`config.mk`:
```
export PLATFORM = sky130hd
export DESIGN_NAME = hazard_unit_mc
export DESIGN_NICKNAME = d
export VERILOG_FILES = /design/src/rtl/hazard_unit_mc_pkg.sv /design/src/rtl/hz_perf_counters.sv /design/src/rtl/hazard_unit_mc.sv
export SDC_FILE = /design/constraint.sdc
export NUM_CORES = 1
export LEC_CHECK = 0
export CELL_PAD_IN_SITES_DETAIL_PLACEMENT = 1
export CELL_PAD_IN_SITES_GLOBAL_PLACEMENT = 1
export CORE_MARGIN = 2
export CORE_UTILIZATION = 39
export CTS_BUF_LIST = sky130_fd_sc_hd__clkbuf_8 sky130_fd_sc_hd__clkbuf_16
export CTS_CLUSTER_SIZE = 16
export DETAILED_ROUTE_END_ITERATION = 8
export PLACE_DENSITY = 0.84
export SYNTH_ARGS = -nofsm -noshare
export SYNTH_HDL_FRONTEND = slang
export SYNTH_SLANG_ARGS = --single-unit
export TNS_END_PERCENT = 20
```
`constraint.sdc`:
```
create_clock -name clk -period 5.6 [get_ports clk]
set_input_delay 0.56 -clock clk [delete_from_list [all_inputs] [get_ports clk]]
set_output_delay 0.56 -clock clk [all_outputs]
set_load 0.05 [all_outputs]
```
`src/rtl/hazard_unit_mc_pkg.sv`:
```
// Shared types for the pipeline hazard controller: register addresses,
// forwarding mux selects and the MDU occupancy state encoding.
package hazard_unit_mc_pkg;

    localparam int REG_AW_DEF = 5;

    typedef logic [REG_AW_DEF-1:0] reg_addr_t;

    typedef enum logic [1:0] {
        FWD_RF = 2'b00,
        FWD_W  = 2'b01,
        FWD_M  = 2'b10
    } fwd_sel_t;

    typedef enum logic {
        IDLE = 1'b0,
        BUSY = 1'b1
    } mdu_state_t;

endpackage

```
`src/rtl/hz_perf_counters.sv`:
```
// Three free-running event counters with a shared synchronous clear that
// wins over any same-cycle increment; all wrap modulo 2^CNT_W.
module hz_perf_counters #(
    parameter int CNT_W = 32
) (
    input  logic             clk,
    input  logic             reset,
    input  logic             clr,
    input  logic             incStall,
    input  logic             incFlush,
    input  logic             incMdu,
    output logic [CNT_W-1:0] stallCycles,
    output logic [CNT_W-1:0] flushEvents,
    output logic [CNT_W-1:0] mduOps
);

    // NOTE: sequential state uses non-blocking assignments only, so every
    // counter samples the pre-edge values regardless of statement order.
    always_ff @(posedge clk or negedge reset) begin
        if (!reset) begin
            stallCycles <= '0;
            flushEvents <= '0;
            mduOps      <= '0;
        end else if (clr) begin
            stallCycles <= '0;
            flushEvents <= '0;
            mduOps      <= '0;
        end else begin
            if (incStall) stallCycles <= stallCycles + CNT_W'(1);
            if (incFlush) flushEvents <= flushEvents + CNT_W'(1);
            if (incMdu)   mduOps      <= mduOps + CNT_W'(1);
        end
    end

endmodule

```
`src/rtl/hazard_unit_mc.sv`:
```
// Pipeline hazard controller: forwarding, load-use stall, branch flush,
// multi-cycle MDU occupancy FSM and performance counters.
module hazard_unit_mc
    import hazard_unit_mc_pkg::*;
#(
    parameter int REG_AW  = 5,
    parameter int MDU_LAT = 4,
    parameter int CNT_W   = 32
) (
    input  logic              clk,
    input  logic              reset,
    input  logic [REG_AW-1:0] Rs1D,
    input  logic [REG_AW-1:0] Rs2D,
    input  logic [REG_AW-1:0] Rs1E,
    input  logic [REG_AW-1:0] Rs2E,
    input  logic [REG_AW-1:0] RdE,
    input  logic [REG_AW-1:0] RdM,
    input  logic [REG_AW-1:0] RdW,
    input  logic              RegWriteM,
    input  logic              RegWriteW,
    input  logic              MemReadE,
    input  logic              PCSrcE,
    input  logic              MduOpE,
    input  logic              PerfClr,
    output logic [1:0]        ForwardAE,
    output logic [1:0]        ForwardBE,
    output logic              StallF,
    output logic              StallD,
    output logic              StallE,
    output logic              FlushD,
    output logic              FlushE,
    output logic              FlushM,
    output logic              MduBusy,
    output logic [CNT_W-1:0]  StallCycles,
    output logic [CNT_W-1:0]  FlushEvents,
    output logic [CNT_W-1:0]  MduOps
);

    localparam bit         MULTI_CYCLE = (MDU_LAT > 1);
    localparam logic [3:0] LOAD_CNT    = MULTI_CYCLE ? 4'(MDU_LAT - 2) : 4'd0;

    mdu_state_t state, stateNext;
    logic [3:0] cnt, cntNext;
    logic       mduDone;
    logic       lwStall;
    logic       mduStall;

    // M is the younger producer, so it always wins over W.
    function automatic fwd_sel_t fwdSel(input logic [REG_AW-1:0] rs);
        if (RegWriteM && RdM != '0 && RdM == rs)      return FWD_M;
        else if (RegWriteW && RdW != '0 && RdW == rs) return FWD_W;
        else                                          return FWD_RF;
    endfunction

    assign ForwardAE = fwdSel(Rs1E);
    assign ForwardBE = fwdSel(Rs2E);

    assign lwStall  = MemReadE && RdE != '0 && (RdE == Rs1D || RdE == Rs2D);
    assign mduStall = MduOpE && MULTI_CYCLE && (state == IDLE || cnt != 4'd0);

    // NOTE: every variable written here gets a default first, so no path
    // leaves it unassigned and no latch is inferred.
    always_comb begin
        stateNext = state;
        cntNext   = cnt;
        mduDone   = 1'b0;
        if (MULTI_CYCLE) begin
            case (state)
                IDLE: if (MduOpE) begin
                    stateNext = BUSY;
                    cntNext   = LOAD_CNT;
                end
                BUSY: if (cnt != 4'd0) begin
                    cntNext = cnt - 4'd1;
                end else begin
                    stateNext = IDLE;
                    mduDone   = 1'b1;
                end
            endcase
        end else begin
            mduDone = MduOpE;
        end
    end

    always_ff @(posedge clk or negedge reset) begin
        if (!reset) begin
            state <= IDLE;
            cnt   <= 4'd0;
        end else begin
            state <= stateNext;
            cnt   <= cntNext;
        end
    end

    // The held MDU op must survive its stall window, hence the FlushE mask.
    assign StallF  = lwStall | mduStall;
    assign StallD  = lwStall | mduStall;
    assign StallE  = mduStall;
    assign FlushD  = PCSrcE;
    assign FlushE  = (lwStall | PCSrcE) & ~mduStall;
    assign FlushM  = mduStall;
    assign MduBusy = (state == BUSY);

    hz_perf_counters #(
        .CNT_W(CNT_W)
    ) uCounters (
        .clk        (clk),
        .reset      (reset),
        .clr        (PerfClr),
        .incStall   (StallF),
        .incFlush   (PCSrcE),
        .incMdu     (mduDone),
        .stallCycles(StallCycles),
        .flushEvents(FlushEvents),
        .mduOps     (MduOps)
    );

endmodule

```
==> qor.txt <==
Status = complete, no violations
Grt ovf = 0
Fill count = 1620
Clock sink count = 101
Worst hold path class = in -> async
Worst rel slew slack = 0.327
DRC Markers = 0
Pin count of the biggest net entering global routing = 70
Post-CTS Setup Bufs = 0
Cell with the most instances after synthesis = dfrtp_1
CTS buffer count = 9
Mapped cell area = 5480 sq um
Initial antenna violation count = 0
Simple-gate share of the synthesized area = 0.262
Post-synthesis xor/xnor area fraction = 0.133
Synth Area in Compound Gates = 0.0980
Pwr Density = 245 nW/um^2
Iteration-0 DRC Markers = 214
Core area = 13800 sq um
RSZ-0062 raised after global routing = no
Levels on crit path = 6
CP max stage delay = 850 ps
DP HPWL = 12.0 mm
Post-synthesis sequential area ratio = 0.462
Synth Area per Inst = 9.11 sq um
R2r worst-path depth = 8
FF+latch area = 2530 sq um
YS warnings = 0
Library cells used by synthesis = 39
Setup tns final = 0 ps
Input/output buffers = 149
Critical path's slowest cell = clkdlybuf4s50_1
Worst-case clock buffer depth = 2
Max VDD drop = 0.159 mV
Total power = 1.81 mW
Static leakage = 2.84 nW
Post-CTS sizing = 0
Largest family of logic cells by synthesized area = simple AND/OR/NAND/NOR gates
Root buf cell = clkbuf_16
CP Cell Sequence = clkdlybuf4s50_1 -> or4_1 -> o21ai_0 -> nor4_1 -> nor4_1 -> clkdlybuf4s50_1
Top achievable clock speed = 268 MHz
CP startpoint kind = primary input
Part of the power in the clock network = 0.362
Vias/cell = 5.55
Syn nets = 648
Final Hold Vio Count = 0
All-Layer GR Usage = 0.227
Drt first pass iters = 6
Slew @ Worst Pin = 1010 ps
Seq pwr share = 0.438
Prevailing post-synth register cell = dfrtp_1
Top post-synthesis cells by area = dfrtp_1 46%, xor2_1 8.3%, nor2_1 5.2%
Number of H-tree levels = 3
Die height = 123 um
Post-synth EDFFs = 0
Commonest cells post-synth = 101 x dfrtp_1, 76 x nor2_1, 52 x xor2_1
CTS hold repair buffers = 0
Wire per inst = 17.9 um
Clk Latency, worst-skew pair = 350 ps
Nets@finish = 784
Final worst-path cycle share = 0.665
Gate Count Post-Synth = 601
Async S/R FF share, synth = 1.00
Area of the multi-input gates = 2790 sq um
Routed WL = 16.5 mm
Worst Setup End Kind = output pin
Final setup viols = 0
Core Rows = 43
Synth Area in Adders = 0.00914
Post-route ant nets = 0
Die area = 15000 sq um
Clock slew at reported path FFs = 60 ps
# diodes = 0
Yosys top cell by area = dfrtp_1
Worst endpoint data arrival time = 3170 ps
Buffers and inverters on the worst path = 2
FF+latch count, synth = 101
Top-area cell type share of the netlist area = 0.462
Die Width = 123 um
Combinational group share of total power = 0.199
Crit path kind = in -> out
Crit path time final = 3730 ps
Vias in the first global route = 5479
Initial Utilization = 0.398
Post-synthesis mux area share = 0.00548
Max-Cap Viols = 0
Critical path's top delay family = buffers and inverters
Detailed-route via count = 5115
Area Growth Syn to Fin = 35.3%
Net Sw Frac = 0.302
NetSw = 0.548 mW
Ports = 150
Clock Skew = 10.5 ps
Internal Power = 1.27 mW
Worst-path maximum fanout = 3
Gp weighted congestion = 0.790
First-pass GRT wire length = 27.1 mm
Worst path required time = 5040 ps
CTS tree = yes
Final Max Tran Viols = 0
Layout cell share with drive strength beyond 1 = 0.0404
flip-flops by register name (all words and copies together), names as in the netlist:
| signal | count |
|---|---|
| uCounters.flushEvents | 32 |
| uCounters.mduOps | 32 |
| uCounters.stallCycles | 32 |
| cnt | 4 |
| MduBusy | 1 |
routing by layer:
layer,up-vias,track usage,share of wire
met5,-,0,0
met4,0,0.0805,0.018
met3,21,0.0465,0.052
met2,114,0.404,0.52
met1,2581,0.269,0.41
li1,2399,-,-
stage by stage:
| step | hold WS (ps) | instance area (sq um) | setup WS (ps) | util | instances |
|---|---|---|---|---|---|
| after floorplan | 264 | 5480 | 1900 | - | 601 |
| after global placement | 505 | 7100 | 1990 | 0.515 | 906 |
| after detailed placement | 529 | 7100 | 1840 | 0.515 | 906 |
| after CTS | 157 | 7410 | 1840 | 0.538 | 922 |
| after global routing | 179 | 7410 | 1760 | 0.538 | 922 |
| final | 151 | 7410 | 1870 | 0.538 | 922 |
placed cells by master, fill, tap and decap left out, types with 2 or more instances in the layout:
master and instances:
a21oi_1 42, and2_1 2, and3_1 14, and4_1 4
buf_4 4, clkbuf_16 9, clkbuf_8 3, clkdlybuf4s50_1 147
dfrtp_1 101, ha_1 4, inv_1 14, mux2i_1 3
nand2_1 41, nand2b_1 3, nand3_1 41, nand4_1 27
nor2_1 76, nor3_1 7, nor4_1 7, o21ai_0 28
o31ai_1 15, o41ai_1 3, or2_2 2, or3_1 24
or4_1 20, or4b_2 3, xnor2_1 31, xor2_1 52
worst paths after layout:
check                       start                   endpoint  slack [ps]
setup reg to reg           cnt[0]  uCounters.stallCycles[17]        2700
hold reg to reg            cnt[0]                     cnt[0]         550
max in group asynchronous   reset   uCounters.stallCycles[8]        4170
setup / recovery           RdM[1]               ForwardAE[0]        1870
hold / removal              reset        uCounters.mduOps[5]         150
min in group clk           cnt[0]                     cnt[0]         550
power by group through the flow:
stage | clock network [mW] | logic, mW | registers, mW
3_5_place_dp | 0 | 0.366 | 0.809
4_1_cts | 0.671 | 0.367 | 0.795
5_1_grt | 0.702 | 0.397 | 0.800
6_report | 0.657 | 0.362 | 0.795
2_1_floorplan | 0 | 0.195 | 0.838
3_3_place_gp | 0 | 0.348 | 0.805
cell families (layout without fill, tap and decap cells):
| logic type | after synthesis | in the layout |
|---|---|---|
| and+or+nand+nor | 276 | 276 |
| DFF | 101 | 101 |
| AOI/OAI and AO/OA | 94 | 94 |
| xor gates and xnor gates | 83 | 83 |
| buffers and inverters | 40 | 181 |
| adders and majority gates | 4 | 4 |
| muxes | 3 | 3 |
cell type report:
class / instances / area share
Clock buffer: 12 / 0.0360
Clock inverter: 4 / 0.00625
Inverter: 13 / 0.00659
Multi-Input combinational cell: 460 / 0.376
Sequential cell: 101 / 0.341
Tap cell: 180 / 0.0304
Timing Repair Buffer: 152 / 0.203
No activity file was read; power rests on OpenSTA's default activity.
